[src/rtl/key_bounce_gen.sv]
// Push-button stimulus generator: emits clean or bouncy active-low presses on key_n
// and counts the falling edges and completed presses it produced.
module key_bounce_gen #(
  parameter int unsigned CNT_W      = 24,
  parameter int unsigned BOUNCE_CYC = 100_000,
  parameter int unsigned HOLD_CYC   = 1_250_000,
  parameter int unsigned GAP_CYC    = 1_250_000,
  parameter int unsigned N_BOUNCE   = 2
) (
  input  logic        clk,
  input  logic        rst_n,
  input  logic        start,
  input  logic [3:0]  n_press,
  input  logic        bounce_en,
  input  logic        clr_cnt,
  output logic        key_n,
  output logic        busy,
  output logic        done,
  output logic [7:0]  press_count,
  output logic [15:0] edge_count
);

  localparam int unsigned BC_W = (N_BOUNCE > 1) ? $clog2(N_BOUNCE) : 1;

  localparam logic [CNT_W-1:0] B_LOAD  = CNT_W'(BOUNCE_CYC - 1);
  localparam logic [CNT_W-1:0] H_LOAD  = CNT_W'(HOLD_CYC - 1);
  localparam logic [CNT_W-1:0] G_LOAD  = CNT_W'(GAP_CYC - 1);
  localparam logic [BC_W-1:0]  BC_LAST = BC_W'(N_BOUNCE - 1);

  typedef enum logic [2:0] {
    IDLE,
    B_LOW,
    B_HIGH,
    HOLD,
    GAP
  } state_t;

  state_t            state_q, state_d;
  logic [CNT_W-1:0]  timer_q, timer_d;
  logic              key_n_q, key_n_d;
  logic              done_q, done_d;
  logic [3:0]        presses_q, presses_d;
  logic              bounce_q, bounce_d;
  logic [BC_W-1:0]   bcnt_q, bcnt_d;
  logic [7:0]        press_cnt_q;
  logic [15:0]       edge_cnt_q;
  logic              press_inc;
  logic              edge_inc;

  always_ff @(posedge clk or negedge rst_n) begin
    if (!rst_n) begin
      state_q   <= IDLE;
      timer_q   <= '0;
      key_n_q   <= 1'b1;
      done_q    <= 1'b0;
      presses_q <= '0;
      bounce_q  <= 1'b0;
      bcnt_q    <= '0;
    end else begin
      state_q   <= state_d;
      timer_q   <= timer_d;
      key_n_q   <= key_n_d;
      done_q    <= done_d;
      presses_q <= presses_d;
      bounce_q  <= bounce_d;
      bcnt_q    <= bcnt_d;
    end
  end

  // Every transition loads the next phase's (length - 1) so a phase lasts exactly
  // its programmed count and the new level appears on the same edge as the change.
  always_comb begin
    state_d   = state_q;
    timer_d   = timer_q;
    key_n_d   = key_n_q;
    done_d    = 1'b0;
    presses_d = presses_q;
    bounce_d  = bounce_q;
    bcnt_d    = bcnt_q;
    press_inc = 1'b0;
    edge_inc  = 1'b0;

    case (state_q)
      IDLE: begin
        key_n_d = 1'b1;
        if (start) begin
          if (n_press != 4'd0) begin
            presses_d = n_press;
            bounce_d  = bounce_en;
            bcnt_d    = '0;
            key_n_d   = 1'b0;
            edge_inc  = 1'b1;
            if (bounce_en) begin
              state_d = B_LOW;
              timer_d = B_LOAD;
            end else begin
              state_d = HOLD;
              timer_d = H_LOAD;
            end
          end else begin
            done_d = 1'b1;
          end
        end
      end

      B_LOW: begin
        if (timer_q == '0) begin
          state_d = B_HIGH;
          timer_d = B_LOAD;
          key_n_d = 1'b1;
        end else begin
          timer_d = timer_q - 1'b1;
        end
      end

      B_HIGH: begin
        if (timer_q == '0) begin
          key_n_d  = 1'b0;
          edge_inc = 1'b1;
          if (bcnt_q == BC_LAST) begin
            state_d = HOLD;
            timer_d = H_LOAD;
          end else begin
            state_d = B_LOW;
            timer_d = B_LOAD;
            bcnt_d  = bcnt_q + BC_W'(1);
          end
        end else begin
          timer_d = timer_q - 1'b1;
        end
      end

      HOLD: begin
        if (timer_q == '0) begin
          state_d = GAP;
          timer_d = G_LOAD;
          key_n_d = 1'b1;
        end else begin
          timer_d = timer_q - 1'b1;
        end
      end

      GAP: begin
        if (timer_q == '0) begin
          press_inc = 1'b1;
          if (presses_q == 4'd1) begin
            state_d   = IDLE;
            presses_d = '0;
            done_d    = 1'b1;
          end else begin
            presses_d = presses_q - 4'd1;
            bcnt_d    = '0;
            key_n_d   = 1'b0;
            edge_inc  = 1'b1;
            if (bounce_q) begin
              state_d = B_LOW;
              timer_d = B_LOAD;
            end else begin
              state_d = HOLD;
              timer_d = H_LOAD;
            end
          end
        end else begin
          timer_d = timer_q - 1'b1;
        end
      end

      default: begin
        state_d = IDLE;
        key_n_d = 1'b1;
      end
    endcase
  end

  always_ff @(posedge clk or negedge rst_n) begin
    if (!rst_n) begin
      press_cnt_q <= '0;
      edge_cnt_q  <= '0;
    end else if (clr_cnt) begin
      press_cnt_q <= '0;
      edge_cnt_q  <= '0;
    end else begin
      if (press_inc) press_cnt_q <= press_cnt_q + 8'd1;
      if (edge_inc)  edge_cnt_q  <= edge_cnt_q + 16'd1;
    end
  end

  assign key_n       = key_n_q;
  assign busy        = (state_q != IDLE);
  assign done        = done_q;
  assign press_count = press_cnt_q;
  assign edge_count  = edge_cnt_q;

endmodule

[config.mk]
export PLATFORM = sky130hd
export DESIGN_NAME = key_bounce_gen
export DESIGN_NICKNAME = d
export VERILOG_FILES = /design/src/rtl/key_bounce_gen.sv
export SDC_FILE = /design/constraint.sdc
export NUM_CORES = 1
export LEC_CHECK = 0
export BUFFER_PORTS_ARGS = -buffer_cell sky130_fd_sc_hd__buf_2
export CAP_MARGIN = 20
export CELL_PAD_IN_SITES_DETAIL_PLACEMENT = 0
export CELL_PAD_IN_SITES_GLOBAL_PLACEMENT = 1
export CORE_ASPECT_RATIO = 1.5
export CORE_MARGIN = 3
export CORE_UTILIZATION = 24
export DETAILED_ROUTE_END_ITERATION = 10
export GPL_TIMING_DRIVEN = 0
export PLACE_DENSITY_LB_ADDON = 0.1
export RECOVER_POWER = 100
export SYNTH_ARGS = -nofsm -noshare
export SYNTH_HDL_FRONTEND = slang
export SYNTH_SLANG_ARGS = --single-unit
[constraint.sdc]
create_clock -name clk -period 6.1 [get_ports clk]
set_input_delay 0.305 -clock clk [delete_from_list [all_inputs] [get_ports clk]]
set_output_delay 0.305 -clock clk [all_outputs]
set_load 0.03 [all_outputs]
==> summary.txt <==
Yosys
  – Count of cell types in the netlist: 62
  – Mapped cell area: between 3000 and 4000 sq um
  – Yosys warning count: 0
  – Yosys top cell by area: dfrtp_1
  – Post-synth ARST share: 1.00
  – #FFs+latches synth: between 50 and 60
  – Post-synth EDFFs: 0
  – Syn Nets: approximately 390
  – Top_reg_cell synth: dfrtp_1
  – Avg Cell Area, Syn: approximately 9 sq um
  – Post-Syn Instances: between 300 and 400
  – Synth top cells by count: dfrtp_1, nor2_1, o21ai_0
  – Synth top area share: 0.426
  – Largest cells by area after synthesis: dfrtp_1, o21ai_0, nor2_1
  – Top-count cell post-synth: dfrtp_1
  – Post-synthesis sequential area ratio: 0.433

Detailed routing
  – WL final: 10.7 mm
  – # DRC: 0
  – Vias post-DR: between 3000 and 4000
  – DR WL/cell: between 15 and 20 um
  – DR vias/cell: slightly below 5
  – Initial drt markers: around 120
  – DR pass1 iterations: 4
  – Antenna Violating Nets Remaining: 0

Global routing
  – Initial antenna violation count: 0
  – Global-route wire length before repair: between 15 and 20 mm
  – Largest net degree at the start of global routing: 60
  – All-Layer GR Usage: 0.143
  – Gr ovfl total: 0
  – Vias in the first global route: 3139

Cells and area
  – Final instance count without filler cells: 614
  – Layout cell share with drive strength beyond 1: 0.0847
  – Area grow syn2layout: 18.4%
  – Reg area: 1480 sq um
  – Layout Nets: about 440
  – N_diodes: 0
  – Post-route cell area: ~4000 sq um
  – Area of the multi-input gates: between 1500 and 2000 sq um
  – Fillers: roughly 1500

Place
  – DP Area: approximately 3800 sq um
  – Pre-CTS WS: just under 3 ns
  – GPL Wtd Cong: slightly below 0.8
  – HPWL Detailed: between 7 and 8 mm
  – Port Buffers: 35
  – Placed instance count: 598

Floorplanning
  – Height of the die: 152 um
  – Starting Density: 0.248
  – Die Area: between 15000 and 20000 sq um
  – Chip width: 103 um
  – Core area: roughly 14000 sq um
  – Io pins: 36
  – Rows: 52

Clock network
  – Worst-skew pair later-pin latency: between 0.3 and 0.4 ns
  – # clock sinks: 59
  – Root Buffer: clkbuf_16
  – Resized cells post-CTS: 0
  – Clock-pin slew on the worst setup and hold paths: roughly 0.06 ns
  – Setup Buffers After CTS: 0
  – CTS tree: done
  – Clock buffer depth: 2
  – H-tree depth: 3
  – Hold buffers post-CTS: 0
  – Total CTS buffers: 9

Outcome
  – Status: finished with violations
  – Failing checks: capacitance limit, slew limit

STA
  – Fmax: between 0.2 and 0.25 GHz
  – Final setup fails: 0
  – Slew Limit Headroom: -1.40
  – RSZ-0062 raised after global routing: false
  – Max Slew Vio Count: 60
  – Period utilization: 0.686
  – Fin crit period: approximately 4.2 ns
  – Final setup TNS: 0 ns
  – Worst-margin pin slew: 3.59 ns
  – Worst Skew: around 0.0093 ns
  – Final WS setup: roughly 1.9 ns
  – Final hold vios: 0

Hold path
  – Hold crit path type: primary input to flop

Worst setup path
  – Worst path arrival time: between 4 and 5 ns
  – CP Capture Type: flop
  – WP data required: roughly 6.3 ns
  – CP startpoint kind: flop
  – Most used cell, CP: nor4_1
  – CP max FO: 10
  – CP max stage cell: nor4_1
  – Worst-path cell chain: nor4_1 -> nand3_1 -> nor4_1 -> or2_2 -> clkbuf_1 -> o21ai_0 -> o31ai_1
  – Crit-path max cell delay: 1.17 ns
  – Kind of critical path: flop to flop

Power
  – Power Dens Cells: ~230 nW/um^2
  – Leakage Power: roughly 1.6 nW
  – Peak VDD IR: between 90 and 100 uV

Job
  – Max-cap violation count: 1
-- metrics by stage --
| step | hold WS (ns) | util | power [mW] |
|---|---|---|---|
| floorplan | 0.00941 | - | 0.409 |
| global placement | 0.498 | 0.278 | 0.426 |
| detailed placement | 0.485 | 0.279 | 0.427 |
| CTS | 0.127 | 0.300 | 0.950 |
| global route | 0.223 | 0.294 | 0.969 |
| finish | 0.212 | 0.294 | 0.935 |
-- cell usage in the layout, fill, tap and decap left out, drive strengths merged, types with 5 or more instances in the layout --
cell type and n:
nor3 17, nor2 46, nand2 30, ha 6
o21ai 40, clkbuf 49, nor4 9, buf 9
xnor2 7, o31ai 7, nand4 9, dfrtp 58
a21oi 19, inv 9, and3 6, and2 5
xor2 15, nand3 11, or3 10
-- cell families (layout without fill, tap and decap cells) --
group                    count (synthesis)  count (layout)  synth area share
flip-flops                              59              59             0.433
XOR/XNOR                                22              22            0.0565
multiplexers                             4               4            0.0125
buffers and inverters                   21              72            0.0242
AO/OA/AOI/OAI                           97              97             0.182
AND/OR/NAND/NOR                        165             165             0.269
adder cells (fa/ha/maj)                  6               6            0.0220
-- registers in the layout, summed over array words and instances (netlist names) --
signal	flops
state_q	3
edge_count	16
done	1
timer_q	24
presses_q	4
press_count	8
bcnt_q	1
key_n	1
bounce_q	1
-- routing by layer --
layer  track usage  routed length (um)
met5             0                   0
met3        0.0239                 250
met4        0.0525                 287
met1         0.179                4520
met2         0.242                5630
-- final timing paths --
kind	start	endpoint	slack [ns]	cells after the start
worst max register to register	timer_q[2]	timer_q[22]	1.92	7
max in group asynchronous	rst_n	press_count[7]	2.85	1
min in group asynchronous	rst_n	edge_count[15]	1.20	1
worst min register to register	presses_q[3]	presses_q[3]	0.51	1
worst min-delay path	clr_cnt	edge_count[9]	0.21	2
worst max-delay path	timer_q[2]	timer_q[22]	1.92	7
-- area by class of cell --
cell class / instances / share of cell area
Multi-Input combinational cell: 294 / 0.448
Sequential cell: 59 / 0.366
Clock buffer: 11 / 0.0601
Tap cell: 189 / 0.0586
Timing Repair Buffer: 35 / 0.0347
Clock inverter: 5 / 0.0130
Buffer: 12 / 0.0115
Inverter: 9 / 0.00837
-- worst max-delay path, delay by kind of cell, from the launching register on --
| kind | cells | cell delay [ns] |
|---|---|---|
| buffers and inverters | 1 | 0.39 |
| AND/OR/NAND/NOR | 4 | 2.99 |
| flip-flops | 1 | 0.43 |
| AO/OA/AOI/OAI | 2 | 0.27 |
-- power breakdown --
group	internal [mW]	total (mW)	switching [mW]
registers	0.394	0.396	0.00167
clock network	0.325	0.517	0.192
logic	0.00503	0.0223	0.0173
total	0.724	0.935	0.211
Note: power is estimated with default switching activity, not from simulation.
